--- src/rtl/smss_gf64_pkg.sv ---
// ============================================================================
// smss_gf64_pkg : GF(2^6) constants, FSM state type and field multiply.
// Revision      : 1.0
// ============================================================================
`default_nettype none

package smss_gf64_pkg;

  localparam int         W       = 6;
  localparam logic [6:0] POLY    = 7'b1000011;
  localparam int         LATENCY = 6;

  typedef enum logic [1:0] {
    IDLE = 2'd0,
    SQR  = 2'd1,
    MUL  = 2'd2,
    DONE = 2'd3
  } state_t;

  // Carry-less product, then fold each high bit back using POLY (x^6 = x + 1).
  function automatic logic [W-1:0] gf64_mul(input logic [W-1:0] a, input logic [W-1:0] b);
    logic [2*W-2:0] p;
    p = '0;
    for (int i = 0; i < W; i++) begin
      if (b[i]) p = p ^ ({{(W-1){1'b0}}, a} << i);
    end
    for (int k = 2*W-2; k >= W; k--) begin
      if (p[k]) p = p ^ ({{(2*W-1-7){1'b0}}, POLY} << (k-W));
    end
    return p[W-1:0];
  endfunction

endpackage

`default_nettype wire

--- src/rtl/gf64_mul_comb.sv ---
// ============================================================================
// gf64_mul_comb : combinational 6x6 GF(2^6) multiply with reduction.
// Revision      : 1.0
// ============================================================================
`default_nettype none

module gf64_mul_comb
  import smss_gf64_pkg::*;
(
  input  logic [W-1:0] a,
  input  logic [W-1:0] b,
  output logic [W-1:0] p
);

  assign p = gf64_mul(a, b);

endmodule

`default_nettype wire

--- src/rtl/smss_pow17_seq.sv ---
// ============================================================================
// smss_pow17_seq : sequential x^17 over GF(2^6), four squarings + one multiply.
// Revision       : 1.0
// ============================================================================
`default_nettype none

module smss_pow17_seq
  import smss_gf64_pkg::*;
(
  input  logic         clk,
  input  logic         rst_n,
  input  logic         in_valid,
  output logic         in_ready,
  input  logic [W-1:0] in_data,
  output logic         out_valid,
  input  logic         out_ready,
  output logic [W-1:0] out_data,
  output logic         busy
);

  state_t       state;
  logic [W-1:0] base;
  logic [W-1:0] acc;
  logic [1:0]   cnt;
  logic [W-1:0] op_b;
  logic [W-1:0] prod;

  // One shared multiplier: acc*acc while squaring, acc*base for the final step.
  assign op_b = (state == MUL) ? base : acc;

  gf64_mul_comb u_mul (
    .a (acc),
    .b (op_b),
    .p (prod)
  );

  assign in_ready  = (state == IDLE) | ((state == DONE) & out_ready);
  assign out_valid = (state == DONE);
  assign busy      = (state != IDLE);

  always_ff @(posedge clk or negedge rst_n) begin
    if (!rst_n) begin
      state    <= IDLE;
      base     <= '0;
      acc      <= '0;
      cnt      <= '0;
      out_data <= '0;
    end else begin
      case (state)
        IDLE: begin
          if (in_valid) begin
            base  <= in_data;
            acc   <= in_data;
            cnt   <= '0;
            state <= SQR;
          end
        end
        SQR: begin
          acc <= prod;
          cnt <= cnt + 2'd1;
          if (cnt == 2'd3) state <= MUL;
        end
        MUL: begin
          out_data <= prod;
          state    <= DONE;
        end
        DONE: begin
          if (out_ready) begin
            if (in_valid) begin
              base  <= in_data;
              acc   <= in_data;
              cnt   <= '0;
              state <= SQR;
            end else begin
              state <= IDLE;
            end
          end
        end
        default: state <= IDLE;
      endcase
    end
  end

endmodule

`default_nettype wire

--- config.mk ---
export PLATFORM = sky130hd
export DESIGN_NAME = smss_pow17_seq
export DESIGN_NICKNAME = d
export VERILOG_FILES = /design/src/rtl/smss_gf64_pkg.sv /design/src/rtl/gf64_mul_comb.sv /design/src/rtl/smss_pow17_seq.sv
export SDC_FILE = /design/constraint.sdc
export NUM_CORES = 1
export LEC_CHECK = 0
export CAP_MARGIN = 25
export CELL_PAD_IN_SITES_DETAIL_PLACEMENT = 0
export CELL_PAD_IN_SITES_GLOBAL_PLACEMENT = 1
export CORE_ASPECT_RATIO = 0.8
export CORE_MARGIN = 2
export CORE_UTILIZATION = 43
export DETAILED_ROUTE_END_ITERATION = 8
export GPL_TIMING_DRIVEN = 1
export HOLD_SLACK_MARGIN = 0.12
export PLACE_DENSITY = 0.87
export SLEW_MARGIN = 10
export SYNTH_ARGS = -nofsm -noshare
export SYNTH_HDL_FRONTEND = slang
export SYNTH_SLANG_ARGS = --single-unit
--- constraint.sdc ---
create_clock -name clk -period 2.7 [get_ports clk]
set_input_delay 0.54 -clock clk [delete_from_list [all_inputs] [get_ports clk]]
set_output_delay 0.54 -clock clk [all_outputs]
set_load 0.02 [all_outputs]
==> metrics.txt <==
Synth Warn #=0; CTS tree=yes; setup slack after layout=0.238 ns; initial core utilization=0.450; Max-slew headroom=0.611; number of synthesized register bits=22; core area=0.00420 mm²; Post-Syn Instances=230; ant diodes=0; Avg Inst Size Synth=8.22 µm²; WHS=0.488 ns; CTS Sinks=22; Placed Cells=294; initial antenna violation count=0; RePlAce Congestion=0.849; HP Class=flop to flop; Hold Crit Endpoint=cnt[1]$_DFFE_PN0P_; Synth area leader=dfrtp_1; Slowest-stage cell, CP=ha_1; post-CTS sizing=0; clock skew=0.0123 ns; Synth cell types=46; RSZ-0062 raised after global routing=no; CP max stage delay=0.47 ns; Vias=1578; Setup crit end kind=flop; asr flop ratio synth=1.00; drt pass-1 iters=4; cts hold-fix bufs=0; input/output buffers=18; CP Data Required Time=2.85 ns; Synth area leaders=dfrtp_1 29%, nand2_1 9.9%, xnor2_1 6.9%, mux2_2 5.4%, o21ai_0 4.2%; Clock transition at path regs=0.08 ns; htree depth=1; R2R Path End=out_data[2]$_DFFE_PN0P_; crit path max fanout=12; largest net degree at the start of global routing=23; dpl hpwl=3270 µm; Die Span Y=63.3 µm; vias per cell=5.30; Die Footprint=0.00495 mm²; Main synth FF type=dfrtp_1; Layout Cells excl Fill=298; Num CTS Buffers=3; Antenna Nets Post-Route=0; status=complete, no violations; Mapped Area=0.00189 mm²; Setup Viol. Count Final=0; fraction of layout cells with a size suffix above 1=0.141; # IOs=19; Reg2Reg Depth=9; Post-synth EDFFs=0; r2r setup slk=0.24 ns; Tcrit/Tclk final=0.912; Filler Cells Inserted=425; first-pass GRT wire length=7500 µm; die width=78.1 µm; vias in the first global route=1447; total routed wirelength=4470 µm; Slew Viols, Final=0; Min-Delay Path Depth=2; Critical Setup Path Class=flop to flop; Post-CTS Setup Bufs=0; CTS max path bufs=2; Clock Root Buffer=clkbuf_8; max-cap violation count=0; Hold Vio Cnt, Final=0; min-delay src=cnt[1]$_DFFE_PN0P_; worst reg2reg startpoint=state[0]$_DFFE_PN0P_; CP Cell Sequence=inv_1, ha_1, buf_4, nor2b_1, a31oi_1, a2bb2oi_1, xor2_1, xnor2_1, mux2_2; syn_nets=245; total congestion overflow=0; Core Rows=21; DRC marker count from the first detailed-route iteration=137; post-synth top area share=0.291; worst slack at placement=0.267 ns; drt drc=0; Worst-Skew Late Latency=0.27 ns; Post-synth top cells=50 x nand2_1, 22 x dfrtp_1, 16 x o21ai_0; Period minus WS final=2.46 ns; most frequent cell after synthesis=nand2_1; Worst setup SP type=flop; fin nets=257; post-synthesis sequential area ratio=0.291; total track usage=0.193; Fmax achieved=406 MHz; Worst path top cell family by delay=adder cells; Area Growth Syn to Fin=13.6%; average wire per standard cell=15.0 µm; Slew @ Worst Pin=0.580 ns; worst path bufs/invs=2; setup TNS=0 ns; arrival time worst endpoint=2.62 ns
## cells in the final DEF, fill, tap and decap left out, types with 4 or more instances in the layout
cell type        instances
inv_1                    7
ha_1                     5
buf_4                    6
nand2b_1                 4
nand3_1                  9
clkdlybuf4s50_1         18
a21oi_1                  9
xnor2_1                 15
o21ai_0                 16
or2_2                    4
mux2_2                   9
nor2_1                   7
dfrtp_1                 22
nand2_1                 50
xor2_1                   6
## through the flow
stage	cell area, µm²	util
after floorplan	1890	-
after global placement	2080	0.494
after detailed placement	2080	0.494
after CTS	2150	0.511
after global routing	2150	0.511
final	2150	0.511
## routing by layer
metal | part of all wire | track usage | up-vias
li1 | - | - | 803
met1 | 0.51 | 0.285 | 736
met2 | 0.45 | 0.304 | 35
met3 | 0.037 | 0.0258 | 4
met4 | 0.0072 | 0.0395 | 0
met5 | 0 | 0 | -
## worst reg2reg max path: cells and delay by family (launching register included)
family / cells / cell delay (ns)
XOR/XNOR: 2 / 0.37
buffers and inverters: 2 / 0.35
flip-flops: 1 / 0.44
AO/OA/AOI/OAI: 2 / 0.38
multiplexers: 1 / 0.27
adder cells (fa/ha/maj): 1 / 0.47
AND/OR/NAND/NOR: 1 / 0.08
## sequential cells by signal, indices dropped and copies added (netlist names)
signal    flops
base          6
out_data      6
state         2
acc           6
cnt           2
## worst max-delay path by stage
stage | from | to | slack (ns) | cells past startpoint
after floorplan | state[0]$_DFFE_PN0P_ | acc[2]$_DFFE_PN0P_ | 0.69 | 10
after global placement | state[0]$_DFFE_PN0P_ | out_data[0]$_DFFE_PN0P_ | 0.34 | 8
after detailed placement | state[0]$_DFFE_PN0P_ | out_data[0]$_DFFE_PN0P_ | 0.27 | 8
after CTS | state[0]$_DFFE_PN0P_ | out_data[0]$_DFFE_PN0P_ | 0.26 | 8
after global routing | state[0]$_DFFE_PN0P_ | out_data[0]$_DFFE_PN0P_ | 0.03 | 8
final | state[0]$_DFFE_PN0P_ | out_data[2]$_DFFE_PN0P_ | 0.24 | 9
## kinds of logic (layout without fill, tap and decap cells)
group,count (synthesis),after routing,share of synthesized area
fa+ha+maj,5,5,0.0331
flops,22,22,0.291
xor+xnor,23,23,0.121
simple gates,95,95,0.242
buf+inv,25,36,0.0741
mux,14,14,0.0854
compound gates,46,46,0.154
## cell type report
cell class / instances / area (µm²) / area share
Inverter: 8 / 30.0 / 0.0140
Timing Repair Buffer: 24 / 225 / 0.105
Sequential cell: 22 / 551 / 0.256
Clock inverter: 1 / 30.0 / 0.0140
Clock buffer: 3 / 41.3 / 0.0192
Tap cell: 57 / 71.3 / 0.0332
Multi-Input combinational cell: 183 / 1200 / 0.559
Power is left out: the tool's default activity adds up to more than one toggle a clock period on the data nets, which glitch-free logic cannot reach.
